<file path="src/rtl/slide_merge.sv">
// slide_merge: 2048 move engine. Latches a 4x4 board and a direction, then
// slides and merges one line per clock (4 cycles), and reports the result
// board, a moved flag and the score gained from merges.
module slide_merge #(
   parameter int W  = 16,
   parameter int SW = 20
) (
   input  logic          clk,
   input  logic          reset,
   input  logic          start,
   input  logic [1:0]    dir,
   input  logic [W-1:0]  matrix_in  [0:3][0:3],
   output logic          busy,
   output logic          done,
   output logic          moved,
   output logic [SW-1:0] score_add,
   output logic [W-1:0]  matrix_out [0:3][0:3]
);

   typedef enum logic {IDLE = 1'b0, PROC = 1'b1} state_t;

   // Largest tile; it never merges so a merge can never overflow W bits.
   localparam logic [W-1:0] MAXV = {1'b1, {(W-1){1'b0}}};

   state_t        state;
   logic [1:0]    ln;
   logic [1:0]    d;
   logic [W-1:0]  src [0:3][0:3];
   logic [W-1:0]  res [0:3][0:3];
   logic [SW-1:0] score;

   logic [1:0]    row_idx [0:3];
   logic [1:0]    col_idx [0:3];
   logic [W-1:0]  c0 [0:3];
   logic [W-1:0]  c1 [0:3];
   logic [W-1:0]  c2 [0:3];
   logic [W-1:0]  c3 [0:3];
   logic [1:0]    k1;
   logic [1:0]    k3;
   logic [SW-1:0] line_score;
   logic [SW-1:0] score_next;
   logic [W-1:0]  res_next [0:3][0:3];
   logic          differs;

   // Map line position j of the current line to board coordinates, c[0] at the leading edge.
   always_comb begin
      for (int j = 0; j < 4; j++) begin
         row_idx[j] = ln;
         col_idx[j] = 2'(j);
         case (d)
            2'd0: begin row_idx[j] = ln;            col_idx[j] = 2'(j);         end
            2'd1: begin row_idx[j] = ln;            col_idx[j] = 2'd3 - 2'(j);  end
            2'd2: begin row_idx[j] = 2'(j);         col_idx[j] = ln;            end
            2'd3: begin row_idx[j] = 2'd3 - 2'(j);  col_idx[j] = ln;            end
            default: begin row_idx[j] = ln;         col_idx[j] = 2'(j);         end
         endcase
      end
   end

   // Extract, compact, merge once per pair, compact again; accumulate merge score.
   always_comb begin
      for (int j = 0; j < 4; j++) begin
         c0[j] = src[row_idx[j]][col_idx[j]];
         c1[j] = {W{1'b0}};
         c3[j] = {W{1'b0}};
      end
      k1 = 2'd0;
      for (int i = 0; i < 4; i++) begin
         if (c0[i] != {W{1'b0}}) begin
            c1[k1] = c0[i];
            k1     = k1 + 2'd1;
         end else begin
            k1 = k1;
         end
      end
      // Zeroing the consumed partner prevents it from merging again.
      for (int i = 0; i < 4; i++) c2[i] = c1[i];
      line_score = {SW{1'b0}};
      for (int i = 0; i < 3; i++) begin
         if ((c2[i] != {W{1'b0}}) && (c2[i] == c2[i+1]) && (c2[i] != MAXV)) begin
            c2[i]      = c2[i] << 1;
            c2[i+1]    = {W{1'b0}};
            line_score = line_score + SW'(c2[i]);
         end else begin
            line_score = line_score;
         end
      end
      k3 = 2'd0;
      for (int i = 0; i < 4; i++) begin
         if (c2[i] != {W{1'b0}}) begin
            c3[k3] = c2[i];
            k3     = k3 + 2'd1;
         end else begin
            k3 = k3;
         end
      end
      score_next = score + line_score;
   end

   // Result board with the current line written back, and comparison against the source.
   always_comb begin
      res_next = res;
      for (int j = 0; j < 4; j++) begin
         res_next[row_idx[j]][col_idx[j]] = c3[j];
      end
      differs = 1'b0;
      for (int r = 0; r < 4; r++) begin
         for (int c = 0; c < 4; c++) begin
            if (res_next[r][c] != src[r][c]) differs = 1'b1;
            else                             differs = differs;
         end
      end
   end

   // Control FSM, working registers and registered result outputs.
   always_ff @(posedge clk or posedge reset) begin
      if (reset) begin
         state     <= IDLE;
         ln        <= 2'd0;
         d         <= 2'd0;
         score     <= {SW{1'b0}};
         busy      <= 1'b0;
         done      <= 1'b0;
         moved     <= 1'b0;
         score_add <= {SW{1'b0}};
         for (int r = 0; r < 4; r++) begin
            for (int c = 0; c < 4; c++) begin
               src[r][c]        <= {W{1'b0}};
               res[r][c]        <= {W{1'b0}};
               matrix_out[r][c] <= {W{1'b0}};
            end
         end
      end else begin
         done <= 1'b0;
         case (state)
            IDLE: begin
               if (start) begin
                  src   <= matrix_in;
                  d     <= dir;
                  score <= {SW{1'b0}};
                  ln    <= 2'd0;
                  busy  <= 1'b1;
                  state <= PROC;
               end
            end
            PROC: begin
               res   <= res_next;
               score <= score_next;
               if (ln == 2'd3) begin
                  matrix_out <= res_next;
                  moved      <= differs;
                  score_add  <= score_next;
                  done       <= 1'b1;
                  busy       <= 1'b0;
                  ln         <= 2'd0;
                  state      <= IDLE;
               end else begin
                  ln <= ln + 2'd1;
               end
            end
            default: begin
               state <= IDLE;
               busy  <= 1'b0;
               ln    <= 2'd0;
            end
         endcase
      end
   end

endmodule

</file>
<file path="config.mk">
export PLATFORM = sky130hd
export DESIGN_NAME = slide_merge
export DESIGN_NICKNAME = d
export VERILOG_FILES = /design/src/rtl/slide_merge.sv
export SDC_FILE = /design/constraint.sdc
export NUM_CORES = 2
export LEC_CHECK = 0
export ABC_AREA = 1
export BUFFER_PORTS_ARGS = -buffer_cell sky130_fd_sc_hd__buf_2
export CORE_AREA = 2 2 448 450
export DETAILED_ROUTE_END_ITERATION = 12
export DIE_AREA = 0 0 450 452
export PLACE_DENSITY = 0.57
export SYNTH_ARGS = -nofsm -noshare
export SYNTH_HDL_FRONTEND = slang
export SYNTH_SLANG_ARGS = --single-unit
</file>
<file path="constraint.sdc">
create_clock -name clk -period 47.2 [get_ports clk]
set_input_delay 9.44 -clock clk [delete_from_list [all_inputs] [get_ports clk]]
set_output_delay 9.44 -clock clk [all_outputs]
set_load 0.05 [all_outputs]
</file>
==> reports/qor.csv <==
stage,metric,value,unit
cells_and_area,finish.net_count,10400,
floorplanning,start_util,29.9,%
synthesis,postSynth.asyncResetShare,100,%
placement,globalplace.congestion,1.19,
cts,cts_setup_buffers,0,
route,starting_drc_count_in_detailed_routing,14400,
cts,cts_hold_buf,0,
route,wl_per_cell,43.1,um
min_path,end_point_of_the_worst_hold_path,matrix_out[4],
grt,gr-usage-all-layers,52.8,%
setup_path,crit_path_max_delay_cell_type,sky130_fd_sc_hd__nand2_1,
route,detail_route.vias_per_cell,6.17,
status,outcome,"finished, violations left",
cts,htree_levels,3,
timing,tightest_slew,1.55,ns
cts,worst_setup_hold_path_clk_slew,0.07,ns
timing,part_of_the_cycle_the_worst_path_needs,39.0,%
setup_path,critical-path-top-cell-by-count,sky130_fd_sc_hd__nand2_1,
synthesis,syn-instance-count,9755,
timing,max_slew_headroom_at_the_worst_pin,-3.48,%
grt,grt_first_pass_wirelength,711,mm
status,failed_checks,"max-capacitance violations, max-slew violations",
min_path,worst_min_path_start,matrix_out[4],
cts,worstSkewPairLatency,0.87,ns
synthesis,ys_types,49,
timing,post-route-min-period,18.40,ns
synthesis,synth_seq_cells,814,
floorplanning,die_w,450,um
grt,antenna_found_initial,123,
grt,grt_max_degree,169,
timing,fmax,0.0544,GHz
cts,tritoncts_num_sinks,814,
setup_path,worst_ep_arrival_time,19.12,ns
min_path,min_delay_path_depth,2,
synthesis,syn-cell-area,59400,um2
synthesis,synth.top_cells.by_area,"sky130_fd_sc_hd__dfrtp_1, sky130_fd_sc_hd__nand2_1, sky130_fd_sc_hd__nand3_1, sky130_fd_sc_hd__o21ai_0, sky130_fd_sc_hd__inv_1",
floorplanning,core.rowCount,164,
route,detail_route.wirelength,557,mm
setup_path,endpoint_kind,register,
grt,gr-total-overflow,0,
cells_and_area,areaGrowthSynthToFinish,16.0,%
route,final_antenna_net_count,0,
setup_path,critical_path_class,register to register,
timing,setup_viol_count_final,0,
synthesis,yosys_warnings,0,
cts,cts_inserted_buffers,99,
setup_path,timing.critical_path.slowest_cell_delay,1.12,ns
route,vias,79700,
floorplanning,fp.dieArea,203000,um2
placement,dp.final_hpwl,440,mm
synthesis,synth_top_area_cell,sky130_fd_sc_hd__dfrtp_1,
setup_path,worstReg2RegEnd,moved,
timing,setup_total_neg_slack,0,ns
min_path,holdCritPathClass,register to register,
floorplanning,floorplan.core_area,199000,um2
synthesis,ys_seq_area_share,34.3,%
timing,drv_slew,12,
floorplanning,ios,540,
floorplanning,die-height,452,um
route,route.detailed.drc,0,
job,maxCapViolations,1,
setup_path,regToRegSetupSlack,28.80,ns
cells_and_area,post_route_cells_drive_above_1_share,10.9,%
grt,via_count_of_the_first_global_routing_pass,70800,
setup_path,worstPathMaxFanout,74,
setup_path,reg_to_reg_start,d[0],
cts,clock-root-buffer,sky130_fd_sc_hd__clkbuf_16,
synthesis,synth-edff-count,0,
timing,finClkSkew,0.147,ns
cts,tritoncts,built,
setup_path,cp-start-kind,register,
setup_path,required_time_at_the_endpoint_of_the_critical_path,47.93,ns
synthesis,synth.avg_cell_area,6.09,um2
setup_path,r2r.worst_path.cells,66,
placement,numPortBuffers,538,
timing,hold_violations,0,
synthesis,synth_top_area_share,34.3,%
cts,post_cts_resized,0,
timing,grt_setup_unrepaired,no,
synthesis,synth_ff_type,sky130_fd_sc_hd__dfrtp_1,
cts,cts_buffer_depth,3,
route,drt_first_pass_iters,8,
routing by layer:
metal  track usage (%)  routed length (um)
met5              1.66                 646
met4              49.1               61900
met3              22.6               73700
met1              63.2              207000
met2              70.4              213000
metrics by stage:
step / hold WS, ns / setup WS [ns] / instance area [um2] / cells / utilization (%)
floorplan: 0.448 / 14.90 / 59400 / 9757 / -
global placement: 0.458 / 29.72 / 64900 / 12600 / 32.7
detailed placement: 0.460 / 29.79 / 64900 / 12600 / 32.7
CTS: 0.479 / 29.83 / 68600 / 12800 / 34.5
global route: 0.496 / 28.30 / 68600 / 12800 / 34.5
finish: 0.477 / 28.80 / 68900 / 12900 / 34.7
layout by cell type (no fill, tap or decap), drive strengths merged, types with 5 or more instances in the layout:
cell and n:
a21boi 21, a21o 6, a21oi 562, a31oi 23
buf 747, bufinv 17, clkbuf 116, clkinv 51
clkinvlp 16, dfrtp 814, diode 115, ha 53
inv 830, nand2 3855, nand3 1254, nand3b 16
nand4 36, nor2 673, nor4 5, o211ai 92
o21ai 841, o21bai 13, o22ai 20, o31ai 5
or2 13, xnor2 15, xor2 27
flip-flops by register name, indices dropped and copies added (netlist names), 2 cells and up:
name	flops
ln	2
res	256
score_add	19
matrix_out	256
d	2
src	256
score	19
worst max path at each step:
stage | start | to | slack [ns] | cells past startpoint
floorplan | reset | busy | 14.90 | 1
global placement | d[0] | moved | 29.72 | 66
detailed placement | d[0] | moved | 29.79 | 66
CTS | d[0] | moved | 29.83 | 66
global route | d[0] | moved | 28.30 | 66
finish | d[0] | moved | 28.80 | 66
critical path: cells and delay by family (launching register included):
| kind | cells | cell delay [ns] |
|---|---|---|
| buffers and inverters | 12 | 4.63 |
| adder cells (fa/ha/maj) | 1 | 0.60 |
| AO/OA/AOI/OAI | 3 | 0.39 |
| AND/OR/NAND/NOR | 50 | 12.08 |
| flip-flops | 1 | 0.36 |
Yosys cell counts (all sizes together) (21+ instances only):
library cell and number:
nand2 3855, nand3 1254, o21ai 841, inv 826, dfrtp 814, nor2 673, a21oi 562, clkbuf 358
buf 183, o211ai 92, ha 53, nand4 36, xor2 27, a31oi 23, a21boi 21, clkinv 21
cell type report:
| type | instances | area, um2 |
|---|---|---|
| repair buffers | 747 | 4340 |
| multi-input cells | 7555 | 33700 |
| inverters | 847 | 3200 |
| fillers | 22300 | 130000 |
| flip-flops and latches | 814 | 20400 |
| well taps | 2656 | 3320 |
| diodes | 115 | 288 |
| clock buffers | 116 | 2630 |
| clock inverters | 67 | 1010 |
logic make-up (layout without fill, tap and decap cells):
group / Yosys count / after routing / synth area share, %
AND/OR/NAND/NOR: 5861 / 5861 / 40.4
buffers and inverters: 1388 / 1777 / 9.23
adder cells (fa/ha/maj): 56 / 56 / 1.22
multiplexers: 4 / 4 / 0.0759
XOR/XNOR: 42 / 42 / 0.620
AO/OA/AOI/OAI: 1589 / 1589 / 14.1
flip-flops: 814 / 814 / 34.3
other: 1 / 118 / 0.00632
Power is left out: the tool's default activity adds up to more than one toggle a clock period on the data nets, which glitch-free logic cannot reach.
